==> config.mk <==
export PLATFORM = sky130hd
export DESIGN_NAME = alu_serial_rx_flat
export DESIGN_NICKNAME = d
export VERILOG_FILES = /design/src/rtl/alu_serial_rx_if.sv /design/src/rtl/alu_serial_rx.sv /design/src/flat_wrapper.sv
export SDC_FILE = /design/constraint.sdc
export NUM_CORES = 1
export LEC_CHECK = 0
export ABC_AREA = 1
export CAP_MARGIN = 10
export CORE_MARGIN = 8
export CORE_UTILIZATION = 50
export CTS_CLUSTER_SIZE = 30
export DETAILED_ROUTE_END_ITERATION = 16
export PLACE_DENSITY = 0.72
export RECOVER_POWER = 25
export REMOVE_ABC_BUFFERS = 1
export SETUP_SLACK_MARGIN = 0.2
export SLEW_MARGIN = 10
export SYNTH_ARGS = -nofsm -noshare
export SYNTH_HDL_FRONTEND = slang
export SYNTH_SLANG_ARGS = --single-unit
==> constraint.sdc <==
create_clock -name clk -period 2.4 [get_ports clk]
set_clock_uncertainty 0.15 [all_clocks]
set_input_delay 0.36 -clock clk [delete_from_list [all_inputs] [get_ports clk]]
set_output_delay 0.36 -clock clk [all_outputs]
set_load 0.05 [all_outputs]
==> src/rtl/alu_serial_rx_if.sv <==
// Serial command link between a frame sender and the ALU receiver.
// The receiver takes the slave modport; the frame source takes master.
interface alu_serial_rx_if #(
    parameter int unsigned DATA_W = 32
);
    logic              sin;
    logic              out_valid;
    logic [DATA_W-1:0] a;
    logic [DATA_W-1:0] b;
    logic [2:0]        op;
    logic [3:0]        err;

    modport master (
        output sin,
        input  out_valid, a, b, op, err
    );

    modport slave (
        input  sin,
        output out_valid, a, b, op, err
    );
endinterface

==> src/rtl/alu_serial_rx.sv <==
// Receiver for the ALU serial command link: deserialises 11-bit frames, assembles {B,A},
// decodes the opcode, checks a serially accumulated CRC4 and issues one strobe per command.
module alu_serial_rx #(
    parameter int unsigned DATA_W  = 32,
    parameter bit          CHK_CRC = 1'b1
) (
    input  logic           clk,
    input  logic           rst_n,
    alu_serial_rx_if.slave link_io
);

    localparam int unsigned NB = DATA_W / 8;
    localparam int unsigned KW = $clog2(2 * NB + 1);
    localparam logic [KW-1:0] KMax = KW'(2 * NB);

    typedef enum logic [2:0] {StIdle, StType, StBits, StStop, StHunt} state_e;

    state_e              state_q, state_d;
    logic                type_q, type_d;
    logic [2:0]          idx_q, idx_d;
    logic [7:0]          byte_q, byte_d;
    logic [3:0]          crc_tmp_q, crc_tmp_d;
    logic [3:0]          crc_q, crc_d;
    logic [2*DATA_W-1:0] sr_q, sr_d;
    logic [KW-1:0]       k_q, k_d;
    logic                err_frame_q, err_frame_d;
    logic                err_data_q, err_data_d;
    logic                valid_q, valid_d;
    logic [DATA_W-1:0]   a_q, a_d;
    logic [DATA_W-1:0]   b_q, b_d;
    logic [2:0]          op_q, op_d;
    logic [3:0]          err_q, err_d;

    logic       sin;
    logic [2:0] op_rx;
    logic       data_bad;
    logic       op_bad;
    logic       crc_bad;

    function automatic logic [3:0] crc_step(input logic [3:0] c, input logic d);
        logic fb;
        fb = c[3] ^ d;
        return {c[2], c[1], c[0] ^ fb, fb};
    endfunction

    assign sin      = link_io.sin;
    assign op_rx    = byte_q[6:4];
    assign data_bad = err_data_q | (k_q != KMax);
    assign op_bad   = !(op_rx inside {3'b000, 3'b001, 3'b100, 3'b101});
    assign crc_bad  = CHK_CRC && !data_bad && (byte_q[3:0] != crc_tmp_q);

    always_comb begin
        state_d     = state_q;
        type_d      = type_q;
        idx_d       = idx_q;
        byte_d      = byte_q;
        crc_tmp_d   = crc_tmp_q;
        crc_d       = crc_q;
        sr_d        = sr_q;
        k_d         = k_q;
        err_frame_d = err_frame_q;
        err_data_d  = err_data_q;
        valid_d     = 1'b0;
        a_d         = a_q;
        b_d         = b_q;
        op_d        = op_q;
        err_d       = err_q;

        case (state_q)
            StIdle: begin
                if (!sin) state_d = StType;
            end
            StType: begin
                type_d    = sin;
                idx_d     = 3'd7;
                crc_tmp_d = crc_q;
                state_d   = StBits;
            end
            StBits: begin
                byte_d = {byte_q[6:0], sin};
                // Ctl frames feed a constant 1 in place of the spare bit, then op; CRC bits skipped
                if (!type_q) begin
                    crc_tmp_d = crc_step(crc_tmp_q, sin);
                end else if (idx_q == 3'd7) begin
                    crc_tmp_d = crc_step(crc_tmp_q, 1'b1);
                end else if (idx_q[2]) begin
                    crc_tmp_d = crc_step(crc_tmp_q, sin);
                end
                idx_d = idx_q - 3'd1;
                if (idx_q == 3'd0) state_d = StStop;
            end
            StStop: begin
                if (sin) begin
                    state_d = StIdle;
                    if (!type_q) begin
                        if (k_q < KMax) begin
                            sr_d  = {sr_q[2*DATA_W-9:0], byte_q};
                            k_d   = k_q + KW'(1);
                            crc_d = crc_tmp_q;
                        end else begin
                            err_data_d = 1'b1;
                        end
                    end else begin
                        valid_d     = 1'b1;
                        a_d         = sr_q[DATA_W-1:0];
                        b_d         = sr_q[2*DATA_W-1:DATA_W];
                        op_d        = op_rx;
                        err_d       = {err_frame_q, data_bad, crc_bad, op_bad};
                        k_d         = '0;
                        crc_d       = 4'h0;
                        err_frame_d = 1'b0;
                        err_data_d  = 1'b0;
                    end
                end else begin
                    err_frame_d = 1'b1;
                    state_d     = StHunt;
                end
            end
            StHunt: begin
                if (sin) state_d = StIdle;
            end
            default: state_d = StIdle;
        endcase
    end

    always_ff @(posedge clk or negedge rst_n) begin
        if (!rst_n) begin
            state_q     <= StIdle;
            type_q      <= 1'b0;
            idx_q       <= 3'd0;
            byte_q      <= 8'h00;
            crc_tmp_q   <= 4'h0;
            crc_q       <= 4'h0;
            sr_q        <= '0;
            k_q         <= '0;
            err_frame_q <= 1'b0;
            err_data_q  <= 1'b0;
            valid_q     <= 1'b0;
            a_q         <= '0;
            b_q         <= '0;
            op_q        <= 3'd0;
            err_q       <= 4'h0;
        end else begin
            state_q     <= state_d;
            type_q      <= type_d;
            idx_q       <= idx_d;
            byte_q      <= byte_d;
            crc_tmp_q   <= crc_tmp_d;
            crc_q       <= crc_d;
            sr_q        <= sr_d;
            k_q         <= k_d;
            err_frame_q <= err_frame_d;
            err_data_q  <= err_data_d;
            valid_q     <= valid_d;
            a_q         <= a_d;
            b_q         <= b_d;
            op_q        <= op_d;
            err_q       <= err_d;
        end
    end

    assign link_io.out_valid = valid_q;
    assign link_io.a         = a_q;
    assign link_io.b         = b_q;
    assign link_io.op        = op_q;
    assign link_io.err       = err_q;

endmodule

==> src/flat_wrapper.sv <==
// flat-port wrapper written by rule: the top's interface ports become plain ports
module alu_serial_rx_flat 
#(
    parameter int unsigned DATA_W  = 32,
    parameter bit          CHK_CRC = 1'b1
)
  (clk, rst_n, link_io_sin, link_io_out_valid, link_io_a, link_io_b, link_io_op, link_io_err);
  alu_serial_rx_if #(.DATA_W(DATA_W)) link_io_i ();
  input  logic clk;
  input  logic rst_n;
  input wire logic [$bits(link_io_i.sin)-1:0] link_io_sin;
  output wire logic [$bits(link_io_i.out_valid)-1:0] link_io_out_valid;
  output wire logic [$bits(link_io_i.a)-1:0] link_io_a;
  output wire logic [$bits(link_io_i.b)-1:0] link_io_b;
  output wire logic [$bits(link_io_i.op)-1:0] link_io_op;
  output wire logic [$bits(link_io_i.err)-1:0] link_io_err;
  assign link_io_i.sin = link_io_sin;
  assign link_io_out_valid = link_io_i.out_valid;
  assign link_io_a = link_io_i.a;
  assign link_io_b = link_io_i.b;
  assign link_io_op = link_io_i.op;
  assign link_io_err = link_io_i.err;
  alu_serial_rx #(.DATA_W(DATA_W), .CHK_CRC(CHK_CRC)) u_core (.clk(clk), .rst_n(rst_n), .link_io(link_io_i));
endmodule
==> run summary, run 1 <==
The final max-slew violation count came to 0. The post-CTS setup repair buffer count is 0. The actual transition at the worst max-transition pin is 1.49 ns.

STA classifies the critical path startpoint as a register. The net count of the finished layout is 744. The via density per instance is 4.82. The non-filler instance count after layout came out at roughly 930. Traced cell by cell, the critical path runs through clkdlybuf4s50_1. Setup repair after global routing left no endpoint under its margin.

The required arrival time at the worst endpoint came out at approximately 1.9 ns. The worst vdd rail ir drop came out at 672 uV. For this block, the routed nets add up to 12.2 mm of wire.

The number of storage elements in the synthesis netlist is 165. The area growth from synthesis to layout is 23.9%. After layout, the minimum clock period comes to 2.15 ns. The data arrival time of the worst path came out at ~1.6 ns. The number of DRC markers in iteration 0 came out at 310.

The number of global-route vias before repair is 4,314. The mean instance size in the synthesized netlist is approximately 10 um2. The share of the Yosys chip area taken by registers is between 60% and 70%.

After detailed routing, the average wire length per cell comes to 13.2 um. The tree is rooted in a sky130_fd_sc_hd__clkbuf_16. Once layout is complete, the utilization of the core stands at 62.5%.

The async set or reset register ratio after synthesis is 100%. For this design the static power due to leakage is 3.70 nW. For this configuration, the core starts out at a cell density of approximately 50%. Global routing finished with a remaining overflow of 0. For this run, the leading register cell type out of synthesis is sky130_fd_sc_hd__dfrtp_1. The number of antenna violations at the first check in global routing came to 0. The clock drives 165 sinks.

The most numerous cell in the Yosys netlist is sky130_fd_sc_hd__nand2_1. The count of flip-flops with a built-in enable after synthesis is 0. The initialized floorplan defines 42 standard-cell rows. The maximum cell stage delay along the critical path came out at 0.82 ns. The height of the chip came out at 131 um. The share of total power consumed by net switching came out at 39.5%. The total internal power came out at 6.86 mW. The floorplan die area came out at 17,100 um2.

The count of fill cells added during filler insertion is 1,009. The largest fanout of any net on the critical path is 2. The clock tree from TritonCTS is yes. The die is 131 um wide.

The core region is 13,100 um2. The count of nets left with antenna violations after detail routing is 0. Setup total negative slack on the finished layout was measured at 0 ns.

Entering global routing, the biggest net connects 81 pins. Synthesis handed over a netlist of 661 instances. The net switching power figure is between 4 and 5 mW. The count of warnings emitted by yosys is 0.

The worst pin sits at a relative slew slack of 0.613%. Across every metal layer, demand over resource in global routing totals 15.5%. During I/O placement, the number of pins put on the boundary was 75. The path class of the tightest hold or removal check is reg2reg. For this block, the via count after detailed routing is 4,461. The total number of H-tree levels is 4. The post-CTS clock slew at the launch and capture registers of the worst setup and hold paths is 0.06 ns. The final clock period utilization by the worst path is 89.4%. The insertion delay of the later-clocked pin in the worst-skew pair is around 0.42 ns. The critical path is of the reg2out type.

By area the synthesized netlist is led by sky130_fd_sc_hd__dfrtp_1 63%, sky130_fd_sc_hd__nand2_1 11%, sky130_fd_sc_hd__o21ai_2 6.6%. Among cell families on the critical path, the largest total delay comes from buffers and inverters. The number of buffer and inverter instances along the worst setup path came out at 1. The most area-hungry cell type in the Yosys netlist is sky130_fd_sc_hd__dfrtp_1. The first-pass GRT wire length came out at 20.6 mm.

The number of buffers inserted during clock tree synthesis is 17. The final RePlAce weighted congestion is 0.796. The part of the power in registers came out at between 30% and 40%.

The share of power burned in the clock network came out at between 20% and 30%. The deepest clock path buffer count is 2. The final setup violation count is 0. The iteration count of the initial detailed-routing pass came out at 6. The number of diodes came out at 0. In the synthesized netlist, the cells that appear most often are 192 x sky130_fd_sc_hd__nand2_1, 165 x sky130_fd_sc_hd__dfrtp_1, 82 x sky130_fd_sc_hd__inv_1, 72 x sky130_fd_sc_hd__o21ai_0, 50 x sky130_fd_sc_hd__o21ai_2.

The type of destination of the critical path is an output port. The count of distinct cell types in the synthesized netlist is 24. The final hold violation count came to 0. The half-perimeter wire length of the detailed placement result is 8.22 mm.

Per report_power, the combinational group accounts for 37.8% of the total. The post-route netlist has 13.2% of its cells at a drive strength greater than 1. The number of I/O port buffers came out at 74. The synthesized design devotes to its leading area cell type ~63% of total area. The run finished with clean final reports. The DRC violations left came out at 0. The fmax is around 470 MHz. Among all stages on the critical path, the largest delay is contributed by sky130_fd_sc_hd__clkdlybuf4s50_1. In this run the power density over the cells is 1390 nW/um2.

The total instance count after detailed placement is between 800 and 900. The post-synthesis instance area is between 6000 and 7000 um2. The total power draw is around 11 mW. The max-capacitance violation count came out at 0.
## logic make-up (layout without fill, tap and decap cells)
logic type | after synthesis | count (layout) | synth area share, %
XOR/XNOR | 5 | 5 | 0.664
flip-flops | 165 | 165 | 62.6
adder cells (fa/ha/maj) | 5 | 5 | 0.948
buffers and inverters | 116 | 204 | 8.08
AO/OA/AOI/OAI | 151 | 151 | 14.5
AND/OR/NAND/NOR | 219 | 219 | 13.2
## power by group through the flow
stage,clock [mW],combinational (mW),sequential (mW)
6_report,2.93,4.29,4.12
5_1_grt,3.11,4.62,4.21
4_1_cts,2.98,4.35,4.12
3_5_place_dp,0,4.34,4.15
3_3_place_gp,0,4.24,4.13
2_1_floorplan,0,1.38,5.60
## routing by layer
layer	up-vias	share of wire, %	global-route usage, %
met2	87	48	24.7
met5	-	0	0
li1	2231	-	-
met3	18	5.2	3.94
met1	2125	45	19.7
met4	0	1.6	6.48
## repair_timing
action                                 in CTS  in global routing
hold buffers                                1                  0
resized for setup                           0                  1
setup endpoints to repair                   0                  1
endpoints found under the hold margin      63                  0
## final timing paths
path                       depth (start not counted)                   end  slack [ns]                 start
max                                                1          link_io_a[8]        0.25   u_core.link_io.a[8]
min                                                2  u_core.link_io.b[30]        0.32  u_core.link_io.b[30]
max reg2reg                                        9  u_core.link_io.a[28]        0.50     u_core.state_q[2]
min reg2reg                                        2  u_core.link_io.b[30]        0.32  u_core.link_io.b[30]
max in group asynchronous                          3       u_core.sr_q[27]        0.45                 rst_n
min in group asynchronous                          2       u_core.sr_q[54]        0.72                 rst_n
## cells in the final DEF (no fill, tap or decap), types with 2 or more instances in the layout
| cell | count |
|---|---|
| sky130_fd_sc_hd__clkinvlp_4 | 4 |
| sky130_fd_sc_hd__clkinv_4 | 2 |
| sky130_fd_sc_hd__o21ai_1 | 21 |
| sky130_fd_sc_hd__nand2_1 | 192 |
| sky130_fd_sc_hd__o21ai_2 | 50 |
| sky130_fd_sc_hd__buf_12 | 6 |
| sky130_fd_sc_hd__clkbuf_1 | 2 |
| sky130_fd_sc_hd__a21oi_1 | 4 |
| sky130_fd_sc_hd__nand3_1 | 12 |
| sky130_fd_sc_hd__nor2_4 | 2 |
| sky130_fd_sc_hd__clkbuf_16 | 17 |
| sky130_fd_sc_hd__bufinv_16 | 5 |
| sky130_fd_sc_hd__clkdlybuf4s50_1 | 72 |
| sky130_fd_sc_hd__inv_1 | 83 |
| sky130_fd_sc_hd__dfrtp_1 | 165 |
| sky130_fd_sc_hd__nor2_1 | 8 |
| sky130_fd_sc_hd__o21ai_0 | 72 |
| sky130_fd_sc_hd__nand4_1 | 3 |
| sky130_fd_sc_hd__xnor2_1 | 5 |
| sky130_fd_sc_hd__buf_4 | 6 |
| sky130_fd_sc_hd__ha_1 | 5 |
## flip-flops by register name, summed over array words and instances, names as in the netlist, 3 cells and up
register / count
u_core.crc_tmp_q: 4
u_core.byte_q: 8
u_core.state_q: 3
u_core.k_q: 4
u_core.idx_q: 3
u_core.link_io.err: 4
u_core.sr_q: 64
u_core.link_io.op: 3
u_core.link_io.a: 32
u_core.link_io.b: 32
u_core.crc_q: 4
## area by class of cell
cell class	instances	area [um2]	area share, %
inverters	85	322	3.93
clock buffers	20	447	5.47
repair buffers	87	913	11.2
flip-flops and latches	165	4130	50.5
multi-input cells	380	1940	23.7
clock inverters	12	203	2.48
well taps	176	220	2.69
## metrics by stage
stage	setup WS [ns]	cell area (um2)	hold WS [ns]
global route	0.175	8170	0.339
floorplan	-0.233	6380	-0.0856
CTS	0.230	8180	0.322
detailed placement	0.165	7520	0.249
finish	0.253	8170	0.321
global placement	0.247	7520	0.242
Note: power is estimated with default switching activity, not from simulation.
==> run 2, diff against run 1 <==
--- a/config.mk
+++ b/config.mk
@@ -6,7 +6,7 @@
 export NUM_CORES = 1
 export LEC_CHECK = 0
 export ABC_AREA = 1
-export CAP_MARGIN = 10
+export CAP_MARGIN = 30
 export CORE_MARGIN = 8
 export CORE_UTILIZATION = 50
 export CTS_CLUSTER_SIZE = 30
==> constraint.sdc (replaced) <==
create_clock -name clk -period 2.3 [get_ports clk]
set_clock_uncertainty 0.15 [all_clocks]
set_input_delay 0.345 -clock clk [delete_from_list [all_inputs] [get_ports clk]]
set_output_delay 0.345 -clock clk [all_outputs]
set_load 0.05 [all_outputs]
==> run summary, run 2 (synthesis results as in run 1) <==
The flow ran to the end, and the final reports show no timing, DRC or antenna violations. Cell internal power was estimated by the tool at between 6 and 7 mW. For this run, design rule violations remaining after detail routing come to 0. In this run switching power makes up between 40 and 50% of total power. The total power draw is 11.3 mW.

The number of flip-flops in the largest register came out at 64. The deepest clock path buffer count came out at 2. The data arrival time of the worst path came out at 1.56 ns. STA classifies the critical path endpoint as an output port. Clock tree synthesis selected as its root buffer the cell sky130_fd_sc_hd__clkbuf_16. The largest fanout of any net on the critical path is 2.

The length in cells of the worst reg-to-reg path came out at 9. The number of I/O port buffers came out at 74. The area occupied by multi-input gates is 1940 um2.

The share of power burned in the clock network is around a quarter. The final max-slew violation count is 0. The number of nets at the end of the flow came out at 748. The worst slew slack as a fraction of its limit came out at between 50 and 60%.

After detailed routing, the total wire length is about 13 mm. The die is approximately 130 um wide. The finished layout holds 929 standard cells, fillers aside.

The post-CTS clock slew at the launch and capture registers of the worst setup and hold paths is approximately 0.06 ns. The number of antenna violations at the first check in global routing is 0. The summed area of non-filler cells in the final layout is 8140 um2. In the final layout, flip-flops and latches occupy 4130 um2.

TritonCTS created 17 clock buffers. The number of DRC markers in iteration 0 came out at slightly below 400. TritonCTS built the clock tree.

At the end of the flow the core is filled with cells to 62.2%. In this run the remaining antenna-violating nets after routing total 0. The congestion estimate from routability-driven global placement came to 0.794. In this run the number of cells on the critical path is 1. The wire-length estimate of the detail-placed layout is 8.54 mm. The first detailed-routing pass ran for 5 iterations. The insertion delay of the later-clocked pin in the worst-skew pair came out at 0.42 ns. Setup violations remaining at the end of the flow were counted as 0. Setup repair after global routing left no endpoint under its margin. Walking the worst path, the cells encountered are clkdlybuf4s50_1.

The final clock period utilization by the worst path came out at between 80% and 90%. The worst hold path belongs to the class in2async. In this run the cell area measured after placement is 7580 um2. The maximum cell stage delay along the critical path is 0.80 ns. The count of boundary I/O pins came out at 75.

The final hold violation count came out at 0. The power density of the placed cells is 1390 nW/um2. The worst vdd rail ir drop is around 740 uV. met2 is the most crowded layer. The number of diodes is 0.

At the pin with the least slew margin, the transition time is 0.657 ns. The routing usage on met2 came out at about a quarter. The via density per instance is 4.86.

The top cell types in the final layout, fill and taps aside, are 192 x sky130_fd_sc_hd__nand2_1, 165 x sky130_fd_sc_hd__dfrtp_1, 82 x sky130_fd_sc_hd__inv_1, 72 x sky130_fd_sc_hd__o21ai_0, 50 x sky130_fd_sc_hd__o21ai_2. The critical path's slowest cell is sky130_fd_sc_hd__clkdlybuf4s50_1. The part of the power in registers is 37.9%. On the critical path the largest part of the delay comes from buffers and inverters. The critical path is of the reg2out type. The shortest clock period the worst path allows after layout came out at 2.05 ns. The number of global-route vias before repair is about 4,500.

The height of the chip is 131 um. The floorplan has 42 rows. The number of buffers and inverters on the critical path is 1. The area added between synthesis and finish is 23.3%. The global-route usage over all layers is 15.9%. The per-cell routed wire length is 13.7 um. The global-route track usage on met1 is 19.6%.

The total number of H-tree levels is 4. The global-route track usage on met3 is 4.59%. The total instance count after detailed placement came out at about 900. For this configuration, the core starts out at a cell density of 50.4%. Entering global routing, the biggest net connects 60 pins. In this run the static leakage power is 4.25 nW. The floorplan die area is 17,100 um2. The fmax is 487 MHz. The worst setup path is launched from a register. The first-pass GRT wire length came out at 21.2 mm. The count of fill cells added during filler insertion came out at 1,063. Max-cap violations in this run came to 0. The total congestion overflow came out at 0. The share of total power in combinational logic came out at 38.0%. The share of final-layout standard cells stronger than drive strength 1 is 13.5%. The number of vias after detailed routing is 4,515. The total area inside the core boundary comes to 13,100 um2. Ranked by flip-flop count, first place goes to u_core.sr_q. The required arrival time at the worst endpoint came out at 1.80 ns. The most frequent standard cell in the layout excluding fill and tap cells is sky130_fd_sc_hd__nand2_1.

The TritonCTS sink count came out at 165. The net switching power figure is 4.65 mW.
==> run 2: changes by cell type in the layout (fill, tap and decap cells not counted), sizes merged <==
cell           before  now
clkinvlp            4    3
buf                13   15
dlymetal6s2s        1   26
dlygate4sd2         0   42
clkdlybuf4s50      72    5
clkinv              3    4
clkbuf             20   25
bufinv              5    2
==> run 2: power by group through the flow <==
stage               Clock [mW]  Combinational (mW)  Sequential, mW
finish                    2.73                4.29            4.28
global route              2.90                4.65            4.38
CTS                       2.78                4.38            4.29
detailed placement           0                4.55            4.34
global placement             0                4.44            4.31
floorplan                    0                1.44            5.85
==> run 2: worst paths after layout <==
kind / startpoint / end / slack, ns
worst max-delay path: u_core.link_io.b[8] / link_io_b[8] / 0.25
worst min-delay path: rst_n / u_core.link_io.b[22] / 0.31
worst max register to register: u_core.state_q[2] / u_core.link_io.a[25] / 0.43
worst min register to register: u_core.link_io.op[1] / u_core.link_io.op[1] / 0.32
max in group asynchronous: rst_n / u_core.sr_q[43] / 0.67
min in group clk: u_core.link_io.op[1] / u_core.link_io.op[1] / 0.32
==> run 2: cell type report <==
class	instances	share of cell area, %
Clock buffer	23	5.75
Clock inverter	9	1.26
Inverter	85	3.95
Multi-Input combinational cell	380	23.8
Sequential cell	165	50.8
Tap cell	176	2.71
Timing Repair Buffer	91	11.7
==> run 2: metrics by stage <==
stage                     setup TNS, ns  hold WS (ns)  setup WS, ns
after floorplan                  -37.23        -0.101        -0.333
after global placement                0         0.211         0.288
after detailed placement              0         0.214         0.249
after CTS                             0         0.314         0.203
after global routing                  0         0.344         0.200
final                                 0         0.308         0.246
==> run 2: repair_timing <==
action / in CTS / in global routing
hold buffers: 1 / 0
endpoints found under the hold margin: 54 / 0
setup buffers: 0 / 0
resized for setup: 42 / 27
setup endpoints to repair: 42 / 29
==> run 2: metal layers <==
| metal | share of wire (%) | vias up |
|---|---|---|
| met1 | 44 | 2183 |
| met3 | 5.5 | 4 |
| met4 | 0.47 | 0 |
| li1 | - | 2243 |
| met2 | 50 | 85 |
| met5 | 0 | - |
